File: config.mk
export PLATFORM = sky130hd
export DESIGN_NAME = enc_gray_codec_pipe
export DESIGN_NICKNAME = d
export VERILOG_FILES = /design/src/rtl/enc_gray_pkg.sv /design/src/rtl/enc_gray_codec_pipe_stage.sv /design/src/rtl/enc_gray_codec_pipe.sv
export SDC_FILE = /design/constraint.sdc
export NUM_CORES = 1
export LEC_CHECK = 0
export ABC_AREA = 1
export ABC_CLOCK_PERIOD_IN_PS = 2000
export BUFFER_PORTS_ARGS = -buffer_cell sky130_fd_sc_hd__clkbuf_2
export CAP_MARGIN = 0
export CORE_UTILIZATION = 55
export CTS_CLUSTER_SIZE = 10
export DETAILED_ROUTE_END_ITERATION = 6
export PLACE_DENSITY = 0.8
export SLEW_MARGIN = 5
export SYNTH_ARGS = -nofsm -noshare
export SYNTH_HDL_FRONTEND = slang
export SYNTH_SLANG_ARGS = --single-unit
export TNS_END_PERCENT = 5
File: constraint.sdc
create_clock -name clk -period 2 [get_ports clk]
set_input_delay 0 -clock clk [delete_from_list [all_inputs] [get_ports clk]]
set_output_delay 0 -clock clk [all_outputs]
set_load 0.1 [all_outputs]
File: src/rtl/enc_gray_pkg.sv
// ---------------------------------------------------------------------------
// enc_gray_pkg
// Shared types and helpers for the pipelined binary/Gray codec.
//   mode_e       : per-word conversion direction (encode / decode)
//   stage_pay_t  : payload carried by every pipeline stage (mode, data, carry)
//   chunk_lo/hi  : bit range of the decode chunk resolved by stage k (1-based)
//   bin2gray     : binary to reflected Gray conversion
// Payload data is held at MAX_W bits; bits at and above WIDTH stay zero.
// ---------------------------------------------------------------------------
package enc_gray_pkg;

  localparam int MAX_W = 64;
  localparam int IDX_W = $clog2(MAX_W);

  typedef enum logic {
    MODE_ENC = 1'b0,
    MODE_DEC = 1'b1
  } mode_e;

  typedef struct packed {
    mode_e            mode;
    logic [MAX_W-1:0] data;
    logic             carry;
  } stage_pay_t;

  function automatic int chunk_size(input int width, input int stages);
    return (width + stages - 1) / stages;
  endfunction

  // Low bit of chunk k; clamps at 0 so a short final chunk is well formed.
  function automatic int chunk_lo(input int k, input int width, input int stages);
    int lo;
    lo = width - k * chunk_size(width, stages);
    return (lo < 0) ? 0 : lo;
  endfunction

  // High bit of chunk k; may fall below chunk_lo, meaning the chunk is empty.
  function automatic int chunk_hi(input int k, input int width, input int stages);
    return width - 1 - (k - 1) * chunk_size(width, stages);
  endfunction

  function automatic logic [MAX_W-1:0] bin2gray(input logic [MAX_W-1:0] x);
    return x ^ (x >> 1);
  endfunction

endpackage

File: src/rtl/enc_gray_codec_pipe_stage.sv
// ---------------------------------------------------------------------------
// enc_gray_stage
// One pipeline register of the Gray codec with its advance logic.
//   clk, rst_n  : clock, asynchronous active-low reset
//   i_valid     : upstream word valid
//   i_pay       : upstream payload (mode, partially converted data, carry)
//   i_dn_adv    : downstream stage (or output port) will advance this cycle
//   o_adv       : this stage advances (empty or downstream advancing)
//   o_valid     : registered valid
//   o_pay       : registered payload
// Stage 1 performs the whole encode; every stage resolves its own decode
// chunk, MSB first, seeded by the carry from the stage above.
// ---------------------------------------------------------------------------
module enc_gray_stage
  import enc_gray_pkg::*;
#(
  parameter int WIDTH  = 10,
  parameter int STAGES = 2,
  parameter int K      = 1
) (
  input  logic       clk,
  input  logic       rst_n,
  input  logic       i_valid,
  input  stage_pay_t i_pay,
  input  logic       i_dn_adv,
  output logic       o_adv,
  output logic       o_valid,
  output stage_pay_t o_pay
);

  localparam int          LO   = chunk_lo(K, WIDTH, STAGES);
  localparam int          HI   = chunk_hi(K, WIDTH, STAGES);
  localparam int unsigned CLEN = (HI >= LO) ? int'(HI - LO + 1) : 0;

  logic       r_valid;
  stage_pay_t r_pay;
  stage_pay_t w_nxt;

  // Empty stages always accept, so bubbles collapse upstream of a stall.
  assign o_adv   = !r_valid || i_dn_adv;
  assign o_valid = r_valid;
  assign o_pay   = r_pay;

  always_comb begin : p_convert
    logic             v_c;
    logic [IDX_W-1:0] v_b;
    w_nxt = i_pay;
    v_c   = i_pay.carry;
    v_b   = '0;
    if (i_pay.mode == MODE_ENC) begin
      if (K == 1) begin
        w_nxt.data = bin2gray(i_pay.data);
      end
    end else begin
      // Prefix XOR over this stage's chunk; v_c always holds bin[v_b+1].
      for (int unsigned n = 0; n < CLEN; n++) begin
        v_b             = IDX_W'(HI - int'(n));
        v_c             = i_pay.data[v_b] ^ v_c;
        w_nxt.data[v_b] = v_c;
      end
      w_nxt.carry = v_c;
    end
  end

  always_ff @(posedge clk or negedge rst_n) begin
    if (!rst_n) begin
      r_valid <= 1'b0;
      r_pay   <= '0;
    end else if (o_adv) begin
      r_valid <= i_valid;
      if (i_valid) begin
        r_pay <= w_nxt;
      end
    end
  end

endmodule

File: src/rtl/enc_gray_codec_pipe.sv
// ---------------------------------------------------------------------------
// enc_gray_codec_pipe
// Pipelined binary<->Gray converter with per-word direction, valid/ready on
// both sides and a saturating count of completed output transfers.
//   clk, rst_n            : clock, asynchronous active-low reset
//   in_valid / in_ready   : input handshake (in_ready has no path from in_valid)
//   in_mode, in_data      : 0 = encode, 1 = decode; word to convert
//   out_valid / out_ready : output handshake
//   out_mode, out_data    : direction used and converted word (flop outputs)
//   xfer_count            : output transfers, saturating at all-ones
//   clr_count             : synchronous clear of xfer_count (wins over a count)
// Latency is STAGES cycles; one word per cycle sustained.
// ---------------------------------------------------------------------------
module enc_gray_codec_pipe
  import enc_gray_pkg::*;
#(
  parameter int WIDTH  = 10,
  parameter int STAGES = 2,
  parameter int CNT_W  = 16
) (
  input  logic             clk,
  input  logic             rst_n,
  input  logic             in_valid,
  output logic             in_ready,
  input  logic             in_mode,
  input  logic [WIDTH-1:0] in_data,
  output logic             out_valid,
  input  logic             out_ready,
  output logic             out_mode,
  output logic [WIDTH-1:0] out_data,
  output logic [CNT_W-1:0] xfer_count,
  input  logic             clr_count
);

  logic             w_valid [1:STAGES];
  stage_pay_t       w_pay   [1:STAGES];
  stage_pay_t       w_in_pay;
  logic             w_last_adv;
  logic             w_out_xfer;
  logic [CNT_W-1:0] r_count;

  always_comb begin
    w_in_pay       = '0;
    w_in_pay.mode  = mode_e'(in_mode);
    w_in_pay.data  = MAX_W'(in_data);
    w_in_pay.carry = 1'b0;
  end

  assign w_last_adv = !w_valid[STAGES] || out_ready;
  assign w_out_xfer = w_valid[STAGES] && out_ready;

  // Advance wires live per generate block so the ready chain is not one
  // self-referencing vector.
  for (genvar k = 1; k <= STAGES; k++) begin : g_st
    logic       w_up_valid;
    stage_pay_t w_up_pay;
    logic       w_dn_adv;
    logic       w_adv;

    if (k == 1) begin : g_first
      assign w_up_valid = in_valid;
      assign w_up_pay   = w_in_pay;
    end else begin : g_mid
      assign w_up_valid = w_valid[k-1];
      assign w_up_pay   = w_pay[k-1];
    end

    if (k == STAGES) begin : g_last
      assign w_dn_adv = w_last_adv;
    end else begin : g_inner
      assign w_dn_adv = g_st[k+1].w_adv;
    end

    enc_gray_stage #(
      .WIDTH  (WIDTH),
      .STAGES (STAGES),
      .K      (k)
    ) u_stage (
      .clk      (clk),
      .rst_n    (rst_n),
      .i_valid  (w_up_valid),
      .i_pay    (w_up_pay),
      .i_dn_adv (w_dn_adv),
      .o_adv    (w_adv),
      .o_valid  (w_valid[k]),
      .o_pay    (w_pay[k])
    );
  end

  assign in_ready   = g_st[1].w_adv;
  assign out_valid  = w_valid[STAGES];
  assign out_mode   = w_pay[STAGES].mode;
  assign out_data   = WIDTH'(w_pay[STAGES].data);
  assign xfer_count = r_count;

  always_ff @(posedge clk or negedge rst_n) begin
    if (!rst_n) begin
      r_count <= '0;
    end else if (clr_count) begin
      r_count <= '0;
    end else if (w_out_xfer && (r_count != '1)) begin
      r_count <= r_count + 1'b1;
    end
  end

endmodule

# Word level (Yosys, flattened, before mapping)

Index checks and enable logic that the tools add are counted.

Multiply operators: 0
Shift-type cells: 0
Equality and inequality tests: 1
$lt $le $gt $ge: 0
Divide/modulo/power cells: 0
$add $sub $neg: 1
Multiplexer cells: 6
Bitwise operators: 10
Reduce and logical (&&, ||, !) cells: 10

Operators by type and width:

| operator                                                        | number |
|---|---|
| 16-bit 2-to-1 mux                                               | 2 |
| 16-bit by 1-bit adder with 16-bit output, second input constant | 1 |
| 16-bit != test, second input constant                           | 1 |
| 5-bit 2-to-1 mux                                                | 2 |
| 10-bit by 9-bit bitwise XOR with 10-bit output                  | 1 |
| 1-bit bitwise XOR                                               | 9 |
| 6-bit 2-to-1 mux                                                | 1 |
| 2-bit AND reduction                                             | 2 |
| 1-bit logical OR                                                | 3 |
| 1-bit logical AND                                               | 2 |
| 1-bit zero test                                                 | 2 |
| 2-bit nonzero test                                              | 1 |
| 1-bit 2-to-1 mux                                                | 1 |

Input bits: 16
Memories: 0
Bits in read-only memories: 0
Word-level logic and storage cells: 36
Memory bits (writable): 0
Register bits after elaboration: 41
Latch bits: 0
Output and inout port bits: 29

# Longest topological paths before layout

Gate-level depths: netlist of the first run.

Word-level depth: 6
Depth in mapped cells: 10

# Cells and area by module

From an unflattened synthesis of the first run, not the netlist that was laid out.

Cell total of the unflattened synthesis: 847
Area total of the unflattened synthesis: 7,115.6 um^2

Modules (own cells, without submodules):

| module                           | instances | area an instance (um^2) | cells each | seq. area each (um^2) |
|---|---|---|---|---|
| enc_gray_stage (g_st[1].u_stage) | 1         | 3,363.2                 | 386        | 1,676.6 |
| enc_gray_stage (g_st[2].u_stage) | 1         | 2,703.8                 | 309        | 1,676.6 |
| enc_gray_codec_pipe              | 1         | 1,048.5                 | 152        | 400.4 |

# Worst setup path after synthesis of the first run

No wires, ideal clock.

Kind: register to register
Start point: register g_st[2].u_stage.r_valid
End point: register g_st[1].u_stage.r_pay (netlist bit g_st[1].u_stage.o_pay[65])
Setup slack: -0.870 ns
Arrival time: 2.736 ns
Required time: 1.867 ns
Cell stages (with the launch flop): 5
Cell sequence: dfrtp_1 nand3_1 nand2_1 clkbuf_1 o21ai_0

Word-level cells in the longest chain between the ends: 5

Ends and longest elaborated chain:

| element                          | RTL line                                                   | text |
|---|---|---|
| from (decl)                      | enc_gray_codec_pipe_stage.sv:35                            | `logic r_valid;` |
| from (signal assigned)           | enc_gray_codec_pipe_stage.sv:70                            | `r_valid <= i_valid;` |
| 1-bit zero test *                | enc_gray_codec_pipe_stage.sv:40, enc_gray_codec_pipe.sv:49 |  |
| 1-bit logical OR                 | enc_gray_codec_pipe.sv:49                                  | `assign w_last_adv = !w_valid[STAGES] \|\| out_ready;` |
| 1-bit logical OR * (2 in series) | enc_gray_codec_pipe_stage.sv:40                            | `assign o_adv = !r_valid \|\| i_dn_adv;` |
| via in_ready                     | enc_gray_codec_pipe.sv:24                                  | `output logic in_ready,` |
| 2-bit AND reduction (no line) *  | --                                                         |  |
| to (signal assigned)             | enc_gray_codec_pipe_stage.sv:72                            | `r_pay <= w_nxt;` |
| to (decl)                        | enc_gray_codec_pipe_stage.sv:36                            | `stage_pay_t r_pay;` |

The timed path passes the listed nets; every way through them passes the cells marked *.
A chain may end at the register's enable or synchronous reset.

# Worst setup path after layout of the first run

Start point: register r_count[0], in the netlist xfer_count[0]
End point: register r_count[12], in the netlist xfer_count[12]

Word-level cells in the longest chain between the ends: 3

Ends and longest elaborated chain:

| element                                                                    | RTL line                                               | text |
|---|---|---|
| from (decl)                                                                | enc_gray_codec_pipe.sv:40                              | `logic [CNT_W-1:0] r_count;` |
| from (signal assigned)                                                     | enc_gray_codec_pipe.sv:102                             | `r_count <= r_count + 1'b1;` |
| 16-bit by 1-bit adder with 16-bit output or 16-bit != test (tied branches) | enc_gray_codec_pipe.sv:102, enc_gray_codec_pipe.sv:101 |  |
| 16-bit 2-to-1 mux or 1-bit logical AND (tied branches)                     | enc_gray_codec_pipe.sv:101                             | `end else if (w_out_xfer && (r_count != '1)) begin` |
| 16-bit 2-to-1 mux or 2-bit nonzero test (tied branches)                    | --                                                     |  |

Parallel ways exist; a longest one is shown, timed or not. The select of a mux whose other input is x is not followed.

==> results of run 1 <==
==> power by group through the flow <==
stage          Combinational [mW]  Sequential [mW]  Clock, mW
2_1_floorplan               0.330             1.72          0
3_3_place_gp                 1.18             1.07          0
3_5_place_dp                 1.19             1.07          0
4_1_cts                      1.20             1.06      0.555
5_1_grt                      1.28             1.08      0.599
6_report                     1.19             1.06      0.539
==> kinds of logic (layout without fill, tap and decap cells) <==
kind of cell	Yosys count	in the layout	synth area share, %
DFF	41	41	45.4
buffers and inverters	38	90	7.58
AOI/OAI and AO/OA	36	36	9.62
adders and majority gates	1	1	0.553
and+or+nand+nor	149	149	31.5
xor gates and xnor gates	14	14	5.42
==> layout make-up <==
cell class              count  area, µm²  share of cell area (%)
multi-input cells         200       1080                    40.6
repair buffers             50        273                    10.3
well taps                  48       60.1                    2.26
flip-flops and latches     41       1030                    38.8
clock buffers               7       86.3                    3.25
inverters                  33        129                    4.86
==> cell usage in the layout (no fill, tap or decap), drive strengths merged <==
cell         synthesis  layout
a21oi                5       5
a22oi                1       1
a31oi                1       1
buf                  2       3
clkbuf               3      51
clkinv               2       2
dfrtp               41      41
dlygate4sd3          0       3
ha                   1       1
inv                 31      31
nand2               87      87
nand3               33      33
nand3b               1       1
nand4                7       7
nor2                14      14
nor3                 7       7
o211ai               1       1
o21a                 1       1
o21ai               22      22
o221ai               1       1
o22ai                1       1
o31ai                3       3
xnor2                1       1
xor2                13      13
==> synthesized netlist by cell type (all sizes together) <==
cell | number | share of area (%)
nand3b | 1 | 0.33
o211ai | 1 | 0.33
o221ai | 1 | 0.39
nand4 | 7 | 1.9
xor2 | 13 | 5.0
nand2 | 87 | 15
a22oi | 1 | 0.33
o22ai | 1 | 0.28
o21a | 1 | 0.33
a21oi | 5 | 1.6
o21ai | 22 | 4.9
o31ai | 3 | 1.2
dfrtp | 41 | 45
inv | 31 | 5.4
ha | 1 | 0.55
buf | 2 | 1.4
clkinv | 2 | 0.33
nor2 | 14 | 2.8
xnor2 | 1 | 0.39
clkbuf | 3 | 0.50
a31oi | 1 | 0.28
nor3 | 7 | 2.9
nand3 | 33 | 8.2
==> critical path: cells and delay by family (launching register included) <==
family | cells | cell delay [ns]
adder cells (fa/ha/maj) | 1 | 0.24
flip-flops | 1 | 0.42
AND/OR/NAND/NOR | 5 | 0.71
AO/OA/AOI/OAI | 2 | 0.24
==> layer usage <==
layer  vias to the layer above  track usage (%)  wire length (µm)
li1                       1019                -                 -
met1                       933             35.0              2250
met2                        53             38.9              2080
met3                         5             4.14               218
met4                         0             7.98                50
met5                         -                0                 0
==> flip-flops by register name, summed over array words and instances, names as in the netlist <==
signal                count
g_st.u_stage.o_pay       23
xfer_count               16
g_st.u_stage.o_valid      2
==> worst min-delay path by stage <==
stage	from	end	slack, ns	cells after the start
after floorplan	rst_n	g_st[1].u_stage.o_pay[0]	-0.30	0
after detailed placement	rst_n	g_st[2].u_stage.o_pay[3]	0.03	1
after global routing	out_ready	g_st[1].u_stage.o_valid	0.04	4
final	in_data[6]	g_st[1].u_stage.o_pay[7]	0.01	4
after CTS	in_data[6]	g_st[1].u_stage.o_pay[7]	0.01	4
after global placement	rst_n	g_st[2].u_stage.o_pay[4]	0.03	1
==> stage by stage <==
| step | hold WS (ns) | power [mW] | worst slack [ns] | instances |
|---|---|---|---|---|
| after floorplan | -0.296 | 2.05 | -0.197 | 279 |
| after global placement | 0.0265 | 2.25 | 0.458 | 369 |
| after detailed placement | 0.0320 | 2.26 | 0.361 | 369 |
| after CTS | 0.0109 | 2.81 | 0.333 | 379 |
| after global routing | 0.0391 | 2.95 | 0.154 | 379 |
| final | 0.0141 | 2.79 | 0.310 | 379 |
==> repair_timing <==
item                                   4_1_cts  5_1_grt
hold buffers                                 3        0
endpoints found under the hold margin       24        0
setup endpoints to repair                    0        0
==> metrics.csv, run 1 <==
metric,value,unit
TritonCTS clock tree,built,
worst r2r path cells,8,
# rows,22,
sequential area share after synthesis,45.4,%
# fillers,299,
Worst-path clk slew,0.08,ns
utilization after layout,69.9,%
Critical Path Source Type,register,
Crit Path Class,register to register,
placed cell area,2540,µm²
Critical Path RT,2.22,ns
final net count,348,
post-synthesis cell count,279,
clk sinks,41,
power density over the cells,1050,nW/µm²
Setup crit end,xfer_count[12],
WL final,4600,µm
RSZ-0062 raised after global routing,false,
Root Driver,clkbuf_8,
Pint,1.45,mW
status,"finished, final reports clean",
Die Ht,66.1,µm
"Slew Viols, Final",0,
Max-Slew Margin vs Limit,58.0,%
Syn Area/Cell,8.11,µm²
Worst Skew,0.0139,ns
"Slowest-stage cell, CP",dfrtp_2,
Mapped Area,2260,µm²
setup TNS,0,ns
Initial Utilization,59.6,%
Worst R2R End,xfer_count[12],
Yosys reg bits,41,
drt first-iter violations,168,
Net Sw Power,1.34,mW
fin area,2650,µm²
Period minus WS final,1.69,ns
die area,4370,µm²
Highest Clock Rate,592,MHz
DP HPWL,3400,µm
GP Congestion,0.886,
final period utilization,84.5,%
combinational group share of total power,42.8,%
gr ovfl total,0,
CP max stage delay,0.42,ns
worst slew pin tran,0.628,ns
Syn Nets,296,
total CTS buffers,5,
post-CTS setup buffer count,0,
die width,66.1,µm
final hold viol count,0,
initial antenna violation count,0,
vias in the first global route,1847,
global-route wire length before repair,8170,µm
number of I/O port buffers,44,
post-DR wirelength/cell,12.1,µm
Seq pwr share,37.9,%
share of layout cells above drive strength 1,23.9,%
post-synthesis cell type count,35,
max-cap violation count,0,
Worst setup EP type,register,
clk buf depth,2,
largest net degree at the start of global routing,25,
Crit Path Max Fanout,18,
"setup slack, reg-to-reg",0.31,ns
Crit Reg-Reg Startpoint,xfer_count[0],
number of remaining DRC errors,0,
Core ar.,3800,µm²
antenna-violating nets left,0,
clock share of power,19.3,%
DRT Pass-1 Iters,4,
overall routing resource usage,24.8,%
H-tree depth,2,
Net Sw Frac,48.1,%
CP Cell Sequence,ha_1 > nand3_2 > nor2_2 > nand3_2 > nand2_4 > nand2_4 > o21ai_1 > o21a_1,
Pleak,1.32,nW
Layout area overhead,17.3,%
via count,2010,
Ys Warns,0,
I/O Pins,45,
HP Class,input pin to register,
routed vias/inst,5.30,
number of setup violations in the final report,0,
Antenna Cells,0,
CTS resizes,0,
CP Launch Point,xfer_count[0],
Max IR drop VDD,698,µV
"Arr. time, crit path",1.91,ns
worst skew pair latency,0.29,ns
No activity file was read; power rests on OpenSTA's default activity.
==> run 2, diff against run 1 <==
ABC_CLOCK_PERIOD_IN_PS = 1800   (was 2000)
clock period = 1.8 ns   (was 2 ns; I/O delays follow)
==> run 2 against run 1 <==
Against the previous run: sequential share of layout area increased by 0.49 points; count of clock-buffer cells in the layout rose by 1; final cell count up 0.26%; largest cell class unchanged; critical path type unchanged.
==> metrics.csv, run 2 (same netlist as run 1, synthesis figures left out) <==
metric,value,unit,change
H-tree depth,2,,unchanged
HP Class,input pin to register,,
top layer in use,met4,,
Pint,1.62,mW,+12%
Layout area overhead,18.5,%,
Critical Path Source Type,register,,
clk sinks,41,,unchanged
DR WL met3,175,µm,-20%
die width,66.1,µm,unchanged
CP Cell Sequence,ha_1 > nand3_2 > nor2_2 > nand3_2 > nand2_4 > inv_6 > nand3_2 > inv_1 > a21oi_2,,
final period utilization,91.6,%,+7.1 points
fin area,2680,µm²,+1.0%
worst r2r path cells,9,,+1
Period minus WS final,1.65,ns,-0.0407 ns
number of setup violations in the final report,0,,unchanged
vias in the first global route,1845,,-0.11%
WL final,4660,µm,+1.3%
Crit Reg-Reg Startpoint,xfer_count[0],,
largest net degree at the start of global routing,31,,+24%
share of layout cells above drive strength 1,27.7,%,+3.8 points
"CP delay by family, top",simple AND/OR/NAND/NOR gates,,
Crit Path Max Fanout,18,,unchanged
"setup slack, reg-to-reg",0.15,ns,-0.16 ns
WHS Endpoint,g_st[1].u_stage.o_pay[1],,
via count,2002,,-0.40%
placed cell area,2560,µm²,+0.94%
global-route wire length before repair,7860,µm,-3.8%
antenna-violating nets left,0,,unchanged
met2 wire length,2370,µm,+14%
overall routing resource usage,24.1,%,-0.69 points
post-DR wirelength/cell,12.3,µm,+1.0%
Worst-path clk slew,0.08,ns,about the same
Highest Clock Rate,606,MHz,+2.5%
number of remaining DRC errors,0,,unchanged
max-cap violation count,0,,unchanged
die area,4370,µm²,unchanged
clk buf depth,2,,unchanged
setup TNS,0,ns,unchanged
combinational group share of total power,42.4,%,-0.4 points
cell mode on critical path,nand3_2,,
"Slew Viols, Final",0,,unchanged
Antenna Cells,0,,unchanged
clock share of power,19.6,%,+0.3 points
wl on met1,2040,µm,-9.1%
TritonCTS clock tree,built,,
Pleak,1.30,nW,-1.6%
max FFs per register,23,,unchanged
post-CTS setup buffer count,0,,unchanged
routed vias/inst,5.27,,-0.66%
Crit Path Class,register to register,,
initial antenna violation count,0,,unchanged
worst skew pair latency,0.30,ns,about the same
final hold viol count,0,,unchanged
Net Sw Frac,48.1,%,about the same
total CTS buffers,5,,unchanged
worst slew pin tran,0.731,ns,+0.103 ns
Root Driver,clkbuf_8,,
Worst R2R End,xfer_count[9],,
DP HPWL,3560,µm,+4.6%
min-delay src,in_data[0],,
Die Ht,66.1,µm,unchanged
Initial Utilization,59.6,%,unchanged
GP Congestion,0.848,,-4.3%
"commonest non-fill, non-tap cell in the layout",nand2_1,,
# rows,22,,unchanged
drt first-iter violations,94,,-44%
Net Sw Power,1.50,mW,+12%
Worst setup EP type,register,,
gr ovfl total,0,,unchanged
most frequent cells in the layout,"83 x nand2_1, 44 x clkbuf_2, 29 x inv_1",,
Hold Crit Depth,3,,-1
number of I/O port buffers,44,,unchanged
"Arr. time, crit path",1.87,ns,-0.04 ns
Max-Slew Margin vs Limit,51.2,%,-6.8 points
I/O Pins,45,,unchanged
CP max stage delay,0.44,ns,+0.02 ns
WP buf/inv,2,,+2
DRT Pass-1 Iters,5,,+1
WHS,0.0116,ns,-0.00250 ns
"Slowest-stage cell, CP",dfrtp_4,,
Critical Path RT,2.02,ns,-0.20 ns
Max IR drop VDD,936,µV,+34%
status,"finished, final reports clean",,
Core ar.,3800,µm²,unchanged
power density over the cells,1160,nW/µm²,+11%
Worst Skew,0.0113,ns,-0.00260 ns
Seq pwr share,38.0,%,about the same
RSZ-0062 raised after global routing,false,,
final net count,348,,unchanged
==> run 2: cell types whose count changed in the layout (fill, tap and decap cells not counted), sizes merged <==
cell / previous run / this run
clkbuf: 51 / 52
==> run 2: power groups by stage <==
stage / clock [mW] / combinational (mW) / sequential (mW)
after detailed placement: 0 / 1.32 / 1.20
after global placement: 0 / 1.31 / 1.20
after CTS: 0.625 / 1.33 / 1.19
after global routing: 0.676 / 1.41 / 1.21
after floorplan: 0 / 0.367 / 1.92
final: 0.612 / 1.32 / 1.19
==> run 2: worst max-delay path by stage <==
stage                        start              to  slack (ns)  depth (start not counted)
detailed placement   xfer_count[0]   xfer_count[6]        0.17                          9
global route         xfer_count[0]  xfer_count[12]       0.009                          8
global placement     xfer_count[0]   xfer_count[6]        0.23                          9
finish               xfer_count[0]   xfer_count[9]        0.15                          9
floorplan           xfer_count[15]  xfer_count[13]       -0.03                          7
CTS                  xfer_count[0]   xfer_count[9]        0.15                          9
==> run 2: final cells by class <==
class	instances	area [µm²]
multi-input combinational	200	1080
inverter	33	129
timing repair buffer	50	273
sequential	41	1050
fill	331	1120
clock buffer	8	90.1
tap	48	60.1
==> run 2: stage by stage <==
stage | utilization (%) | instances | setup WS [ns] | total power, mW
2_1_floorplan | - | 279 | -0.0250 | 2.29
3_3_place_gp | 67.4 | 369 | 0.234 | 2.50
3_5_place_dp | 67.4 | 369 | 0.167 | 2.53
4_1_cts | 70.6 | 380 | 0.152 | 3.14
5_1_grt | 70.6 | 380 | 0.00938 | 3.30
6_report | 70.6 | 380 | 0.151 | 3.12
==> run 2: per-layer routing <==
metal / vias to the layer above / global-route usage, %
met5: - / 0
met4: 0 / 9.04
met3: 8 / 5.69
met2: 46 / 43.8
met1: 927 / 27.2
li1: 1021 / -
==> run 2: repair_timing <==
action                     in CTS  in global routing
hold buffers                    3                  0
hold endpoints to repair       31                  0
gates resized for setup         0                  1
setup endpoints to repair       0                  1
==> run 2: tightest hold or removal path, stage by stage <==
cell and delay [ns]:
clkbuf_2 0.08, xor2_1 0.05, o21ai_0 0.13
==> run 3, diff against run 2 <==
ABC_AREA = not set   (was 1)
CORE_MARGIN = 2   (was not set)
SLEW_MARGIN = not set   (was 5)
==> run 3 against run 2 <==
Against the previous run: via count shrank 6.9%; synthesized cell count is 19% lower; setup slack lost 0.094 ns; flip-flop and latch count stayed put; power shrank 4.9%; maximum frequency fell by 5.4%; area after synthesis increased by 0.28%; combinational power is 19% lower; critical endpoint is now xfer_count[11]; largest cell class unchanged.
==> metrics.csv, run 3 <==
metric,value,unit,change
status,"finished, final reports clean",,
# fillers,322,,-2.7%
Critical Path Source Type,register,,
"count leader, synth",dfrtp_1,,
commonest cells in the netlist,"41 x dfrtp_1, 36 x nand2_1, 16 x nor2_1, 15 x xnor2_1, 13 x nor2b_1",,
Worst setup EP type,register,,
Synth Flop Type,dfrtp_1,,
WL final,4660,µm,about the same
clk buf depth,2,,unchanged
overall routing resource usage,23.2,%,-0.89 points
Max IR drop VDD,722,µV,-23%
Final WS setup,0.0564,ns,-0.0944 ns
Max-Slew Margin vs Limit,55.8,%,+4.6 points
# rows,23,,+4.5%
Period minus WS final,1.74,ns,+0.0944 ns
gr ovfl total,0,,unchanged
Root Driver,clkbuf_8,,
clk sinks,41,,unchanged
most frequent cells in the layout,"44 x clkbuf_2, 35 x nand2_1, 32 x dfrtp_1",,
Yosys reg bits,41,,unchanged
share of layout cells above drive strength 1,34.7,%,+7.0 points
final net count,310,,-11%
Post-synth EDFFs,0,,unchanged
global-route wire length before repair,8000,µm,+1.8%
sequential area share after synthesis,45.2,%,-0.13 points
Die Ht,68.2,µm,+3.2%
RSZ-0062 raised after global routing,false,,
max-cap violation count,0,,unchanged
Core ar.,3970,µm²,+4.5%
H-tree depth,2,,unchanged
number of I/O port buffers,44,,unchanged
post-DR wirelength/cell,13.5,µm,+10%
Ys Warns,0,,unchanged
Place WS,-0.0632,ns,-0.231 ns
Antenna Cells,0,,unchanged
die area,4650,µm²,+6.4%
final period utilization,96.9,%,+5.2 points
Highest Clock Rate,574,MHz,-5.4%
Pleak,1.32,nW,+1.0%
ranking of synthesized cells by area,"dfrtp_1 45%, nand2_1 6.0%, xnor2_1 5.8%",,
max FFs per register,23,,unchanged
vias in the first global route,1871,,+1.4%
largest net degree at the start of global routing,29,,-6.5%
drt first-iter violations,78,,-17%
total power,2.97,mW,-4.9%
Crit Path Max Fanout,11,,-7
routed vias/inst,5.42,,+2.9%
total CTS buffers,5,,unchanged
worst skew pair latency,0.30,ns,about the same
Mapped Area,2270,µm²,+0.28%
"commonest non-fill, non-tap cell in the layout",clkbuf_2,,
worst slew pin tran,0.663,ns,-0.0684 ns
Layout area overhead,25.9,%,
post-CTS setup buffer count,0,,unchanged
Syn Area/Cell,9.99,µm²,+23%
"Slew Viols, Final",0,,unchanged
Worst-path clk slew,0.08,ns,about the same
area occupied by multi-input gates,1190,µm²,+10%
"Arr. time, crit path",1.93,ns,+0.06 ns
Crit Path Class,register to register,,
DRT Pass-1 Iters,4,,-1
Reg area,1040,µm²,-1.2%
number of setup violations in the final report,0,,unchanged
DP HPWL,3340,µm,-6.1%
final hold viol count,0,,unchanged
post-synthesis cell count,227,,-19%
antenna-violating nets left,0,,unchanged
Initial Utilization,57.1,%,-2.4 points
Synth area leader,dfrtp_1,,
number of remaining DRC errors,0,,unchanged
initial antenna violation count,0,,unchanged
die width,68.2,µm,+3.2%
Synth async-reset ratio,100,%,unchanged
Worst Skew,0.00709,ns,-0.00417 ns
post-synth top area share,45.2,%,-0.13 points
Syn Nets,244,,-18%
HP Class,input pin to register,,
Critical Path RT,1.99,ns,-0.03 ns
TritonCTS clock tree,built,,
I/O Pins,45,,unchanged
GP Congestion,0.748,,-12%
post-synthesis cell type count,45,,+29%
power density over the cells,1040,nW/µm²,-11%
via count,1864,,-6.9%
[run 3: changes by cell type after synthesis, sizes merged, moves of 12 or more]
cell | previous run | this run
mux2 | 0 | 12
inv | 31 | 4
nand2 | 87 | 36
nand3 | 33 | 8
nor2b | 0 | 13
xnor2 | 1 | 16
[run 3: area by class of cell]
type,count,area share [%]
clock buffers,7,3.02
well taps,50,2.19
repair buffers,70,15.2
flip-flops and latches,41,36.4
inverters,4,0.526
clock inverters,1,1.05
multi-input cells,171,41.5
[run 3: timing repair]
| action | CTS | global route |
|---|---|---|
| hold buffers | 8 | 0 |
| gates cloned | 0 | 0 |
| gates resized for setup | 1 | 3 |
| endpoints found under the hold margin | 31 | 0 |
| setup endpoints to repair | 4 | 3 |
| pin swaps | 0 | 1 |
[run 3: logic make-up after synthesis]
| group | share of synthesized area [%] |
|---|---|
| and+or+nand+nor | 22.4 |
| muxes | 7.72 |
| xor gates and xnor gates | 8.66 |
| adders and majority gates | 0.551 |
| buffers and inverters | 3.36 |
| DFF | 45.2 |
| AOI/OAI and AO/OA | 12.1 |
[run 3: power breakdown]
group | internal [mW] | switching, mW
Sequential | 1.05 | 0.0839
Combinational | 0.253 | 0.822
Clock | 0.452 | 0.314
[run 3: stage by stage]
stage	cell area, µm²	setup TNS [ns]	cells	hold WS, ns	utilization, %
global placement	2640	0	328	0.0538	66.5
detailed placement	2640	-0.0743	328	0.0601	66.5
finish	2860	0	344	0.0360	71.9
floorplan	2290	-10.87	227	-0.296	-
global route	2860	0	344	0.0644	71.9
CTS	2840	0	344	0.0234	71.6
[run 3: path summary, 6_finish.rpt]
| path | from | to | slack (ns) | depth (start not counted) |
|---|---|---|---|---|
| worst max-delay path | xfer_count[5] | xfer_count[11] | 0.06 | 4 |
| worst min register to register | g_st[1].u_stage.o_pay[7] | g_st[2].u_stage.o_pay[7] | 0.47 | 2 |
| worst min-delay path | out_ready | g_st[2].u_stage.o_valid | 0.04 | 3 |
| worst max register to register | xfer_count[5] | xfer_count[11] | 0.06 | 4 |
| min in group asynchronous | rst_n | xfer_count[14] | 0.26 | 2 |
| max in group asynchronous | rst_n | g_st[1].u_stage.o_pay[7] | 0.95 | 3 |
[run 3: critical path, stage by stage, from the launching register on]
cell and delay [ns]:
dfrtp_2 0.44, and4_1 0.23, and4_4 0.26, a2111oi_4 0.36
mux2_1 0.34
[run 3: per-layer routing]
| metal | vias up | share of wire (%) | global-route usage (%) |
|---|---|---|---|
| met2 | 39 | 54 | 44.3 |
| li1 | 913 | - | - |
| met4 | 0 | 1.8 | 7.25 |
| met5 | - | 0 | 0 |
| met1 | 905 | 41 | 24.6 |
| met3 | 7 | 3.5 | 6.25 |
